<file path="config.mk">
export PLATFORM = sky130hd
export DESIGN_NAME = mul_add_tuple_sink
export DESIGN_NICKNAME = d
export VERILOG_FILES = /design/src/rtl/mul_add_pkg.sv /design/src/rtl/mul_add_tuple_skid.sv /design/src/rtl/mul_add_tuple_sink.sv
export SDC_FILE = /design/constraint.sdc
export NUM_CORES = 1
export LEC_CHECK = 0
export ABC_AREA = 1
export CORE_MARGIN = 2
export CORE_UTILIZATION = 30
export CTS_CLUSTER_DIAMETER = 40
export DETAILED_ROUTE_END_ITERATION = 8
export SLEW_MARGIN = 20
export SYNTH_ARGS = -nofsm -noshare
export SYNTH_HDL_FRONTEND = slang
export SYNTH_HIERARCHICAL = 1
export SYNTH_SLANG_ARGS = --single-unit
</file>
<file path="constraint.sdc">
create_clock -name clk -period 10.1 [get_ports clk]
set_input_delay 1.515 -clock clk [delete_from_list [all_inputs] [get_ports clk]]
set_output_delay 1.515 -clock clk [all_outputs]
set_load 0.01 [all_outputs]
</file>
<file path="src/rtl/mul_add_pkg.sv">
// Shared types for the packed mul-add stage-0 tuple interface and its add stage.
package mul_add_pkg;
  localparam int W = 32;

  // partial sits in the high half, matching the stage-0 output layout.
  typedef struct packed {
    logic [W-1:0] partial;
    logic [W-1:0] z;
  } tuple_t;

  typedef struct packed {
    logic         carry;
    logic [W-1:0] sum;
  } sum_t;
endpackage

</file>
<file path="src/rtl/mul_add_tuple_skid.sv">
// Stage A plus a one-entry skid buffer; in_ready is registered so that no
// combinational path exists from the downstream take signal back to the producer.
module mul_add_tuple_skid #(
  parameter int W = mul_add_pkg::W
) (
  input  logic           clk,
  input  logic           rst_n,
  input  logic           in_valid,
  output logic           in_ready,
  input  logic [2*W-1:0] in_data,
  input  logic           b_take,
  output logic           a_valid,
  output logic [2*W-1:0] a_data,
  output logic           a_adv
);
  logic           skid_valid;
  logic [2*W-1:0] skid_data;
  logic           hs;
  logic           a_valid_nxt;
  logic           skid_valid_nxt;
  logic           load_a_skid;
  logic           load_a_in;
  logic           load_skid;

  assign hs    = in_valid && in_ready;
  assign a_adv = a_valid && b_take;

  always_comb begin
    a_valid_nxt    = a_valid;
    skid_valid_nxt = skid_valid;
    load_a_skid    = 1'b0;
    load_a_in      = 1'b0;
    load_skid      = 1'b0;
    if (a_adv && skid_valid) begin
      // in_ready is low whenever the skid is full, so no handshake can collide here.
      load_a_skid    = 1'b1;
      skid_valid_nxt = 1'b0;
    end else if ((a_adv || !a_valid) && hs) begin
      load_a_in   = 1'b1;
      a_valid_nxt = 1'b1;
    end else if (a_adv) begin
      a_valid_nxt = 1'b0;
    end else if (a_valid && hs) begin
      load_skid      = 1'b1;
      skid_valid_nxt = 1'b1;
    end
  end

  always_ff @(posedge clk) begin
    if (!rst_n) begin
      a_valid    <= 1'b0;
      skid_valid <= 1'b0;
      in_ready   <= 1'b0;
    end else begin
      a_valid    <= a_valid_nxt;
      skid_valid <= skid_valid_nxt;
      in_ready   <= !skid_valid_nxt;
    end
  end

  always_ff @(posedge clk) begin
    if (load_a_skid) a_data <= skid_data;
    else if (load_a_in) a_data <= in_data;
    if (load_skid) skid_data <= in_data;
  end
endmodule

</file>
<file path="src/rtl/mul_add_tuple_sink.sv">
// Backpressured consumer of {partial, z} tuples: adds the two fields and returns
// sum and carry. Both ports use valid/ready: a transfer happens on any rising edge
// where valid && ready; a producer holds valid and data stable until it transfers.
module mul_add_tuple_sink #(
  parameter int W     = mul_add_pkg::W,
  parameter int CNT_W = 32
) (
  input  logic             clk,
  input  logic             rst_n,
  input  logic             in_valid,
  output logic             in_ready,
  input  logic [2*W-1:0]   in_data,
  output logic             out_valid,
  input  logic             out_ready,
  output logic [W-1:0]     out_data,
  output logic             out_carry,
  output logic [CNT_W-1:0] xfer_count
);
  logic           a_valid;
  logic [2*W-1:0] a_data;
  logic           a_adv;
  logic           b_take;
  logic           b_valid;
  logic [W-1:0]   b_sum;
  logic           b_carry;
  logic [W:0]     add_w;

  assign b_take = !b_valid || out_ready;

  mul_add_tuple_skid #(.W(W)) u_skid (
    .clk      (clk),
    .rst_n    (rst_n),
    .in_valid (in_valid),
    .in_ready (in_ready),
    .in_data  (in_data),
    .b_take   (b_take),
    .a_valid  (a_valid),
    .a_data   (a_data),
    .a_adv    (a_adv)
  );

  assign add_w = {1'b0, a_data[2*W-1:W]} + {1'b0, a_data[W-1:0]};

  // Sum and carry hold when B empties so a stalled result never changes under the consumer.
  always_ff @(posedge clk) begin
    if (!rst_n) begin
      b_valid    <= 1'b0;
      b_sum      <= '0;
      b_carry    <= 1'b0;
      xfer_count <= '0;
    end else begin
      if (a_adv) begin
        b_valid <= 1'b1;
        b_sum   <= add_w[W-1:0];
        b_carry <= add_w[W];
      end else if (out_ready && b_valid) begin
        b_valid <= 1'b0;
      end
      if (in_valid && in_ready) xfer_count <= xfer_count + CNT_W'(1);
    end
  end

  assign out_valid = b_valid;
  assign out_data  = b_sum;
  assign out_carry = b_carry;
endmodule

</file>
# ---- Word level (Yosys, flattened, before mapping)
# Cells that the tools add are included.
dict set report op_classes {
  reduce_logical 15
  n_eq_ne 0
  div_mod_pow 0
  bitwise 1
  add_sub_neg 2
  mux 17
  multipliers 0
  n_shift 0
  n_lt_le_gt_ge 0
}
# op count
set op_table {}
lappend op_table {{$mux W64} 2}
lappend op_table {{$add A32 B32 Y33} 1}
lappend op_table {{$add A32 B1 Y32 const B} 1}
lappend op_table {{$mux W1} 15}
lappend op_table {{$logic_and A1 B1 Y1} 6}
lappend op_table {{$reduce_bool A2 Y1} 3}
lappend op_table {{$logic_not A1 Y1} 3}
lappend op_table {{$logic_or A1 B1 Y1} 2}
lappend op_table {{$reduce_and A2 Y1} 1}
lappend op_table {{$not A1 Y1} 1}
dict set report word_totals {
  ramBits 0
  latch_bits 0
  romBits 0
  wordCells 44
  memories 0
  regBits 197
  output_inout_bits 67
  in_bits 68
}

# ---- Longest topological paths before layout
# Gate-level depths: netlist of run 1.
dict set report depth {
  word_depth 9
  depth_mapped 14
  depth_no_buf 14
}

# ---- Hierarchy
# The synthesis of run 1 kept the hierarchy.
# module cells_each n_inst area_each_um2 seq_area_each_um2
set modules_own_cells {}
lappend modules_own_cells {mul_add_tuple_sink 927 1 5315.1 1321.3}
lappend modules_own_cells {mul_add_tuple_skid 362 1 4926.0 3903.7}

# ---- Least setup slack after synthesis of run 1
# Ideal clock, no wire load.
dict set report synth_path {
  path_type {input port to flip-flop}
  from {in out_ready}
  to {reg u_skid.a_data[0] (enable)}
  t_required_ns 9.587
  arrival_time_ns 5.134
  n_path_buf 1
  path_stages 7
  slack_ns 4.453
  path_cell_list {inv_1 nand2_1 nand2_1 inv_2 nand2_1 buf_4 a22oi_1}
}
dict set report synth_between {
  elab_chain_len 7
}
# item line
set synth_lines {}
lappend synth_lines {{start, declared} mul_add_tuple_sink.sv:14} ;# input logic out_ready,
lappend synth_lines {{$logic_or A1 B1 Y1 *} mul_add_tuple_sink.sv:28} ;# assign b_take = !b_valid || out_ready;
lappend synth_lines {{via b_take} mul_add_tuple_sink.sv:22} ;# logic b_take;
lappend synth_lines {{$logic_and A1 B1 Y1 *} mul_add_tuple_skid.sv:26} ;# assign a_adv = a_valid && b_take;
lappend synth_lines {{$logic_or A1 B1 Y1} mul_add_tuple_skid.sv:38} ;# end else if ((a_adv || !a_valid) && hs) begin
lappend synth_lines {{$logic_and A1 B1 Y1} mul_add_tuple_skid.sv:38}
lappend synth_lines {{$mux W1} mul_add_tuple_skid.sv:38}
lappend synth_lines {{$mux W1} mul_add_tuple_skid.sv:34} ;# if (a_adv && skid_valid) begin
lappend synth_lines {{$reduce_bool A2 Y1 (no line) *} --}
lappend synth_lines {{end signal, assigned} mul_add_tuple_skid.sv:62} ;# if (load_a_skid) a_data <= skid_data;
lappend synth_lines {{end signal, assigned} mul_add_tuple_skid.sv:63} ;# else if (load_a_in) a_data <= in_data;
lappend synth_lines {{end, declared} mul_add_tuple_skid.sv:13} ;# output logic [2*W-1:0] a_data,
# Mark *: on every way through the listed nets, which the timed path passes. The rest lies on a longest branch.
# A chain may end at the register's enable or synchronous reset.

# ---- Final worst setup path of run 1
dict set report layout_path {
  from {in out_ready}
  to {reg u_skid.a_data[31] (enable)}
}
dict set report layout_between {
  elab_chain_len 7
}
# item line
set layout_lines {}
lappend layout_lines {{$logic_or A1 B1 Y1 *} mul_add_tuple_sink.sv:28}
lappend layout_lines {{via b_take} mul_add_tuple_sink.sv:22}
lappend layout_lines {{$logic_and A1 B1 Y1 *} mul_add_tuple_skid.sv:26}
lappend layout_lines {{via a_adv} mul_add_tuple_sink.sv:21} ;# logic a_adv;
lappend layout_lines {{$logic_or A1 B1 Y1} mul_add_tuple_skid.sv:38}
lappend layout_lines {{$logic_and A1 B1 Y1} mul_add_tuple_skid.sv:38}
lappend layout_lines {{$mux W1} mul_add_tuple_skid.sv:38}
lappend layout_lines {{$mux W1} mul_add_tuple_skid.sv:34}
lappend layout_lines {{$reduce_bool A2 Y1 (no line) *} --}
# Marks and branches as above.

==> qor.yml, run 1 <==
routing:
  vias: 8245
  wire_per_inst_um: 13.27
  route.detailed.drc: 0
  initialDrtViolationCount: 512
  first_pass_iters: 5
  wirelength_mm: 24.84
  via_per_inst: 4.404
  drtAntennaViolNets: 0
sta:
  setup_viol: 0
  drv_slew: 0
  grt_setup_unrepaired: "false"
  hold_viol: 0
  period_minus_slack_ns: 4.389
  fin_crit_sh: 0.4345
  setup_tns_ns: 0
  tightest_slew_ns: 0.8339
  max_slew_margin: 0.4441
  finalClockSkew_ns: 0.02144
  fmax_ghz: 0.2279
global_routing:
  antenna_found_initial: 0
  grt-ovfl-total: 0
  grt.total_usage: 0.1413
  grt_pass1_vias: 7826
  grt_max_degree: 67
  grt_pass1_wl_mm: 40.30
floorplan:
  placementRows: 67
  initial_core_util: 0.3046
  fp.dieH_um: 188.8
  pin_count: 135
  core_area_sq_um: 33620
  die_w_um: 188.8
  die_area_sq_um: 35630
synthesis:
  synth-main-ff-cell: "edfxtp_1"
  synth-seq-cells: 197
  synth_edf_count: 128
  yosysTopAreaCell: "edfxtp_1"
  synth_fp_nets: 1391
  syn_area_sq_um: 10240
  ys_seq_area_frac: 0.5102
  synth_top_area_frac: 0.3753
  synth_area_per_cell_sq_um: 7.945
  syn_inst: 1289
  ys_top_cells_by_area: "edfxtp_1, nand2_1, dfxtp_1"
  synth_cell_types: 38
  yosys_warnings: 6
  postSynth.asyncResetShare: 0
placed_design:
  gp_congestion: 0.8466
  io_buffers: 134
  placedCellCount: 1840
  dp_hpwl_mm: 18.67
clock_tree:
  clock_sinks: 197
  h-tree-depth: 4
  hold_buffers: 0
  cts_tree: "yes"
  clock_path_buffers: 2
  postCtsSetupBuffers: 0
  cts_resized: 0
  cts_buffers: 17
  clk_latency_ns: 0.45
  cts.clk_slew.worst_paths_ns: 0.08
  root_buffer: "clkbuf_16"
setup_path:
  critPathLaunchType: "input pin"
  rr_startpoint: "out_valid"
  crit_required_ns: 10.16
  worstSetupPathType: "input pin to flip-flop"
  crit_start: "out_ready"
  arrival_ns: 4.45
  path_max_fanout: 65
  crit_path_end_kind: "flip-flop"
finish:
  fin_nets: 1513
  diodes: 0
  layout_commonest_cell: "nand2_1"
  final_layout_size_suffix_gt1_frac: 0.04073
  mostFrequentLayoutCells: "nand2_1, inv_1, nor2_1, clkdlybuf4s50_1, edfxtp_1"
  layout.cells.non_filler: 1872
  area_growth_pct: 23.04
pwr:
  leakage_nw: 5.538
  power_density_nw_per_um2: 143.5
  internal-power_w: 0.001309
  net-switching-power_w: 0.0004994
  power_frac_comb: 0.124
  p_clk_frac: 0.381
  vdd_drop_max_v: 0.0001126
  power.share.sequential: 0.495
  swShare: 0.2761
outcome:
  outcome: "finished, final reports clean"
job:
  cap_viol_max_count: 0
min_path:
  hold_class: "flip-flop to flip-flop"
  min-delay-start: "out_data[10]"
[cells in the mapped netlist (2+ instances only)]
library cell,number
nand4_1,4
nor2_4,2
o21ai_1,3
dfxtp_1,69
inv_2,2
nor2_2,3
o21ai_0,30
inv_1,182
buf_6,5
nand2_1,425
buf_4,5
nor2_1,139
xnor2_1,4
nor3_2,5
xor2_1,24
buf_2,10
and2_1,3
nor3_1,18
clkbuf_1,15
ha_1,33
nand2_2,3
a21oi_1,43
nand3_1,120
edfxtp_1,128
[flip-flops by register name, indices dropped and copies added, names as in the netlist]
register           flops
out_carry              1
out_data              32
out_valid              1
u_skid/a_data         64
u_skid/a_valid         1
u_skid/in_ready        1
u_skid/skid_data      64
u_skid/skid_valid      1
xfer_count            32
[cells by family (layout without fill, tap and decap cells)]
family,after synthesis,after routing,synth area share
buf+inv,220,355,0.08736
flops,197,197,0.5102
compound gates,81,81,0.04069
simple gates,729,729,0.2955
xor+xnor,28,28,0.02395
fa+ha+maj,34,34,0.04227
[power by group through the flow]
| stage | Sequential (W) | Combinational, W | Clock (W) |
|---|---|---|---|
| floorplan | 0.000916 | 0.000130 | 0 |
| global route | 0.000898 | 0.000254 | 0.000735 |
| CTS | 0.000895 | 0.000226 | 0.000703 |
| detailed placement | 0.000914 | 0.000225 | 0 |
| finish | 0.000895 | 0.000224 | 0.000690 |
| global placement | 0.000913 | 0.000224 | 0 |
[metrics by stage]
stage	area, sq um	total power [W]	setup slack [ns]	utilization	hold WS, ns
2_1_floorplan	10240	0.001046	4.453	-	0.5077
3_3_place_gp	11990	0.001137	4.861	0.3568	0.4641
3_5_place_dp	11990	0.001139	4.832	0.3568	0.4800
4_1_cts	12600	0.001825	5.296	0.3747	0.4992
5_1_grt	12600	0.001887	5.476	0.3748	0.5374
6_report	12600	0.001809	5.711	0.3748	0.4988
[critical path: stages]
cell             delay, ns
clkdlybuf4s50_1       0.52
inv_1                 0.06
nand2_1               0.14
nand2_1               0.09
clkinv_2              0.56
nand2_4               0.57
a22oi_2               0.28
buf_4                 0.65
[worst paths after layout]
path / endpoint / slack [ns] / cells past startpoint
max reg2reg: u_skid/a_data[31] / 7.05 / 6
min reg2reg: out_data[10] / 0.50 / 2
min: out_data[10] / 0.50 / 2
max: u_skid/a_data[31] / 5.71 / 8
[routing by layer]
metal | track usage | share of wire | routed length, um | vias to the layer above
li1 | - | - | - | 4339
met1 | 0.2122 | 0.52 | 12800 | 3686
met2 | 0.2072 | 0.42 | 10350 | 202
met3 | 0.02757 | 0.058 | 1436 | 18
met4 | 0.03395 | 0.0099 | 247 | 0
met5 | 0 | 0 | 0 | -
[final cells by class]
type,instances,area (sq um)
inverter,184,691.9
clock inverter,14,172.7
sequential,197,5226
tap,448,560.5
clock buffer,18,429.2
fill,3436,21020
timing repair buffer,139,1379
multi-input combinational,872,4141
No activity file was read; power rests on OpenSTA's default activity.
==> run 2, diff against run 1 <==
clock period = 4.4 ns   (was 10.1 ns; I/O delays follow)
==> run 2 against run 1 <==
Effect of this change: critical path depth increased by 1; via count rose by 2.2%; clock skew decreased by 0.0051 ns; hold slack got worse by 0.0094 ns; total power up 130%; combinational power is 130% higher.
==> qor.yml, run 2 (synthesis results as in run 1) <==
placed_design:
  dp_hpwl_mm: 19.33  # was 18.67 mm
  gp_congestion: 0.8834  # was 0.8466
  placedCellCount: 1843  # was 1840
  io_buffers: 134  # unchanged
floorplan:
  fp.dieH_um: 188.8  # unchanged
  placementRows: 67  # unchanged
  core_area_sq_um: 33620  # unchanged
  pin_count: 135  # unchanged
  die_w_um: 188.8  # unchanged
  initial_core_util: 0.3046  # unchanged
  die_area_sq_um: 35630  # unchanged
global_routing:
  grt-ovfl-total: 0  # unchanged
  antenna_found_initial: 0  # unchanged
  grt.total_usage: 0.1476  # was 0.1413
  grt_pass1_wl_mm: 41.63  # was 40.30 mm
  grt_pass1_vias: 8120  # was 7826
  grt_max_degree: 68  # was 67
finish:
  area_growth_pct: 23.08  # was 23.04%
  fin_util: 0.3750  # was 0.3748
  reg_top3: "u_skid/a_data x64, u_skid/skid_data x64"  # unchanged
  n_fill_cell: 3440  # was 3436
  fin_nets: 1516  # was 1513
  mostFrequentLayoutCells: "nand2_1, inv_1, nor2_1, clkdlybuf4s50_1, edfxtp_1"  # unchanged
  layout.cells.non_filler: 1874  # was 1872
  diodes: 0  # unchanged
  layout_commonest_cell: "nand2_1"  # unchanged
  final_layout_size_suffix_gt1_frac: 0.04278  # was 0.04073
sta:
  hold_viol: 0  # unchanged
  period_minus_slack_ns: 2.539
  setup_tns_ns: 0  # unchanged
  grt_setup_unrepaired: "false"  # unchanged
  fmax_ghz: 0.3939
  max_slew_margin: 0.4494  # was 0.4441
  finalClockSkew_ns: 0.01638  # was 0.02144 ns
  drv_slew: 0  # unchanged
  tightest_slew_ns: 0.8247  # was 0.8339 ns
  setup_viol: 0  # unchanged
  fin_crit_sh: 0.5770
setup_path:
  arrival_ns: 2.87  # was 4.45 ns
  rr_startpoint: "u_skid/a_data[32]"  # was out_valid
  r2r_cells: 14  # was 6
  crit_required_ns: 4.73  # was 10.16 ns
  crit_path_end_kind: "flip-flop"  # unchanged
  crit_start: "out_ready"  # unchanged
  reg2reg_slack_ns: 2.09  # was 7.05 ns
  worstReg2RegEnd: "out_data[24]"  # was u_skid/a_data[31]
  worstSetupPathType: "input pin to flip-flop"  # unchanged
  cp-endpoint: "out_data[16]"  # was u_skid/a_data[31]
  path_max_fanout: 64  # was 65
  critPathLaunchType: "input pin"  # unchanged
routing:
  drtAntennaViolNets: 0  # unchanged
  initialDrtViolationCount: 482  # was 512
  vias: 8430  # was 8245
  via_per_inst: 4.498  # was 4.404
  first_pass_iters: 5  # unchanged
  wire_per_inst_um: 13.61  # was 13.27 um
  route.detailed.drc: 0  # unchanged
  wirelength_mm: 25.51  # was 24.84 mm
min_path:
  hold_class: "flip-flop to flip-flop"  # unchanged
outcome:
  outcome: "finished, final reports clean"  # unchanged
clock_tree:
  cts_resized: 0  # unchanged
  clock_sinks: 197  # unchanged
  clock_path_buffers: 2  # unchanged
  hold_buffers: 0  # unchanged
  h-tree-depth: 4  # unchanged
  cts.clk_slew.worst_paths_ns: 0.07  # was 0.08 ns
  postCtsSetupBuffers: 0  # unchanged
  clk_latency_ns: 0.45  # about the same
  root_buffer: "clkbuf_16"  # unchanged
  cts_tree: "yes"  # unchanged
  cts_buffers: 17  # unchanged
job:
  cap_viol_max_count: 0  # unchanged
pwr:
  vdd_drop_max_v: 0.0002851  # was 0.0001126 V
  leakage_nw: 5.537  # was 5.538 nW
  power_density_nw_per_um2: 328.4  # was 143.5 nW/um^2
run 2: changes by cell type in the layout (fill, tap and decap cells not counted):
cell	change
clkinv_8	-4
buf_4	+3
inv_12	+2
inv_8	+2
clkbuf_1	-1
clkinv_4	-1
inv_6	+1
nand2_2	+1
nand2_4	-1
run 2: layout make-up:
class | instances | area, sq um | share of cell area
Clock buffer | 17 | 425.4 | 0.03375
Clock inverter | 14 | 162.7 | 0.01290
Inverter | 184 | 691.9 | 0.05489
Multi-Input combinational cell | 872 | 4136 | 0.3282
Sequential cell | 197 | 5226 | 0.4146
Tap cell | 448 | 560.5 | 0.04447
Timing Repair Buffer | 142 | 1401 | 0.1112
run 2: worst max-delay path, stage by stage:
cell,delay [ns]
clkdlybuf4s50_1,0.51
inv_1,0.05
nand2_1,0.15
nand2_1,0.09
clkinv_2,0.10
buf_4,0.53
inv_1,0.41
o21ai_0,0.27
inv_1,0.06
run 2: worst min-delay path by stage:
stage / cells past startpoint / slack, ns / start / end
final: 2 / 0.49 / out_data[10] / out_data[10]
after floorplan: 2 / 0.51 / xfer_count[12] / xfer_count[12]
after CTS: 2 / 0.50 / out_data[10] / out_data[10]
after global routing: 2 / 0.52 / out_data[10] / out_data[10]
after detailed placement: 2 / 0.48 / out_data[10] / out_data[10]
after global placement: 2 / 0.47 / out_data[10] / out_data[10]
run 2: metal layers:
| metal | wire, um | global-route usage | share of wire |
|---|---|---|---|
| met5 | 0 | 0 | 0 |
| met4 | 336 | 0.03996 | 0.013 |
| met3 | 1375 | 0.02999 | 0.054 |
| met2 | 11120 | 0.2231 | 0.44 |
| met1 | 12680 | 0.2137 | 0.50 |
run 2: through the flow:
stage | hold WS, ns | setup WS (ns) | total power [W] | area (sq um)
floorplan | 0.5077 | 0.1733 | 0.002399 | 10250
global placement | 0.4672 | 1.466 | 0.002613 | 12020
detailed placement | 0.4776 | 1.398 | 0.002619 | 12020
CTS | 0.4964 | 1.865 | 0.004182 | 12600
global route | 0.5210 | 1.653 | 0.004323 | 12600
finish | 0.4894 | 1.861 | 0.004139 | 12600
run 2: power by group:
group	switching [W]	internal, W
Clock	0.000794	0.000771
Combinational	0.000314	0.000207
Sequential	0.0000254	0.00203
==> run 3, diff against run 2 <==
clock period = 2.6 ns   (was 4.4 ns; I/O delays follow)
==> run 3 against run 2 <==
Effect of this change: core utilization grew 0.26 points; cell count up 0.21%; routed wire length is 1.8% higher; critical path type is now flip-flop to flip-flop; critical endpoint is now out_data[22].
==> qor.yml, run 3 (synthesis results as in run 1) <==
routing:
  route.detailed.drc: 0  # unchanged
  drtAntennaViolNets: 0  # unchanged
  vias: 8409  # was 8430
  first_pass_iters: 5  # unchanged
  wire_per_inst_um: 13.83  # was 13.61 um
  initialDrtViolationCount: 647  # was 482
  via_per_inst: 4.478  # was 4.498
  wirelength_mm: 25.97  # was 25.51 mm
floorplan:
  fp.dieH_um: 188.8  # unchanged
  pin_count: 135  # unchanged
  die_w_um: 188.8  # unchanged
  placementRows: 67  # unchanged
  initial_core_util: 0.3046  # unchanged
  die_area_sq_um: 35630  # unchanged
  core_area_sq_um: 33620  # unchanged
setup_path:
  crit_slowest_cell: "fa_1"  # was buf_4
  crit_path_end_kind: "flip-flop"  # unchanged
  critPathLaunchType: "flip-flop"  # was input pin
  slowest_delay_ns: 0.43  # was 0.53 ns
  critical_path_buf_inv_count: 1  # was 6
  crit_required_ns: 2.94  # was 4.73 ns
  arrival_ns: 2.69  # was 2.87 ns
  path_max_fanout: 4  # was 64
  crit_family: "simple AND/OR/NAND/NOR gates"  # was buffers and inverters
  worstPathCellList: "ha_1, fa_1, nand3_1, nand3_1, nand2_1, nand2_1, nand2_1, nand2_1, nand2_1, nand2_1, nand2_1, nand3_1, nand2_1, inv_1"  # was clkdlybuf4s50_1, inv_1, nand2_1, nand2_1, clkinv_2, buf_4, inv_1, o21ai_0, inv_1
  worstSetupPathType: "flip-flop to flip-flop"  # was input pin to flip-flop
  path_common_cell: "nand2_1"  # was inv_1
sta:
  period_minus_slack_ns: 2.350
  fin_crit_sh: 0.9038
  setup_tns_ns: 0  # unchanged
  finalClockSkew_ns: 0.01628  # was 0.01638 ns
  setup_slack_ns: 0.2500  # was 1.861 ns
  grt_setup_unrepaired: "false"  # unchanged
  max_slew_margin: 0.4298  # was 0.4494
  hold_viol: 0  # unchanged
  setup_viol: 0  # unchanged
  tightest_slew_ns: 0.8541  # was 0.8247 ns
  fmax_ghz: 0.4255
  drv_slew: 0  # unchanged
pwr:
  internal-power_w: 0.005172  # was 0.003006 W
  power_density_nw_per_um2: 558.4  # was 328.4 nW/um^2
  power_frac_comb: 0.126  # about the same
  p_clk_frac: 0.383  # was 0.378
  power.share.sequential: 0.491  # was 0.496
  power.total_w: 0.007087  # was 0.004139 W
  swShare: 0.2702  # was 0.2737
  leakage_nw: 5.570  # was 5.537 nW
  vdd_drop_max_v: 0.0004591  # was 0.0002851 V
  net-switching-power_w: 0.001915  # was 0.001133 W
placed_design:
  io_buffers: 134  # unchanged
  dp_hpwl_mm: 19.09  # was 19.33 mm
  pre_cts_ws_ns: 0.2695  # was 1.398 ns
  gp_congestion: 0.8884  # was 0.8834
finish:
  reg_top3: "u_skid/a_data x64, u_skid/skid_data x64"  # unchanged
  regArea_sq_um: 5226  # unchanged
  multi_input_area_sq_um: 4146  # was 4136 sq um
  fin_nets: 1518  # was 1516
  area_growth_pct: 23.93  # was 23.08%
  final_layout_size_suffix_gt1_frac: 0.04689  # was 0.04278
  mostFrequentLayoutCells: "nand2_1, inv_1, nor2_1, clkdlybuf4s50_1, edfxtp_1"  # unchanged
  layout_commonest_cell: "nand2_1"  # unchanged
  n_fill_cell: 3443  # was 3440
global_routing:
  grt_max_degree: 72  # was 68
  grt-ovfl-total: 0  # unchanged
  grt_busiest_layer: "met2"  # unchanged
  grt_pass1_wl_mm: 41.53  # was 41.63 mm
  antenna_found_initial: 1  # was 0
  grt_pass1_vias: 7897  # was 8120
  use_met1: 0.2152  # was 0.2137
  grt.total_usage: 0.1472  # was 0.1476
  use_met2: 0.2216  # was 0.2231
  grt_use_met3: 0.03259  # was 0.02999
outcome:
  outcome: "finished, final reports clean"  # unchanged
clock_tree:
  hold_buffers: 0  # unchanged
  cts_tree: "yes"  # unchanged
  clk_latency_ns: 0.45  # about the same
  cts.clk_slew.worst_paths_ns: 0.07  # about the same
  clock_path_buffers: 2  # unchanged
  h-tree-depth: 4  # unchanged
  root_buffer: "clkbuf_16"  # unchanged
  cts_buffers: 17  # unchanged
  clock_sinks: 197  # unchanged
  postCtsSetupBuffers: 0  # unchanged
  cts_resized: 0  # unchanged
min_path:
  hold_class: "flip-flop to flip-flop"  # unchanged
job:
  cap_viol_max_count: 0  # unchanged
run 3: worst paths after layout:
kind,start,to,slack (ns),cells after the start
worst max-delay path,u_skid/a_data[32],out_data[22],0.25,14
worst min-delay path,out_data[10],out_data[10],0.49,2
worst max register to register,u_skid/a_data[32],out_data[22],0.25,14
worst min register to register,out_data[10],out_data[10],0.49,2
run 3: power groups by stage:
stage,sequential (W),combinational (W),clock [W]
after global routing,0.00349,0.00101,0.00290
after floorplan,0.00356,0.000506,0
after CTS,0.00348,0.000898,0.00281
final,0.00348,0.000892,0.00272
after global placement,0.00355,0.000888,0
after detailed placement,0.00355,0.000894,0
run 3: area by class of cell:
class                           instances  share of cell area
Sequential cell                       197              0.4118
Multi-Input combinational cell        872              0.3267
Tap cell                              448             0.04416
Clock inverter                         15             0.01400
Timing Repair Buffer                  144              0.1145
Clock buffer                           17             0.03352
Antenna cell                            1           0.0001972
Inverter                              184             0.05511
run 3: per-layer routing:
metal  part of all wire  vias up
met5                  0        -
met4             0.0080        0
met3              0.062       14
met2               0.43      238
met1               0.50     3805
li1                   -     4352
run 3: tightest hold or removal path: cells and delay by family, from the launching register on:
kind / cells / cell delay (ns)
AO/OA/AOI/OAI: 1 / 0.08
flip-flops: 1 / 0.34
buffers and inverters: 1 / 0.05
run 3: stage by stage:
| stage | hold WS (ns) | area [sq um] | util | instances |
|---|---|---|---|---|
| after floorplan | 0.4876 | 10280 | - | 1289 |
| after global placement | 0.4632 | 12090 | 0.3595 | 1845 |
| after detailed placement | 0.4710 | 12090 | 0.3595 | 1845 |
| after CTS | 0.4920 | 12690 | 0.3775 | 1877 |
| after global routing | 0.5184 | 12690 | 0.3775 | 1877 |
| final | 0.4868 | 12690 | 0.3776 | 1878 |
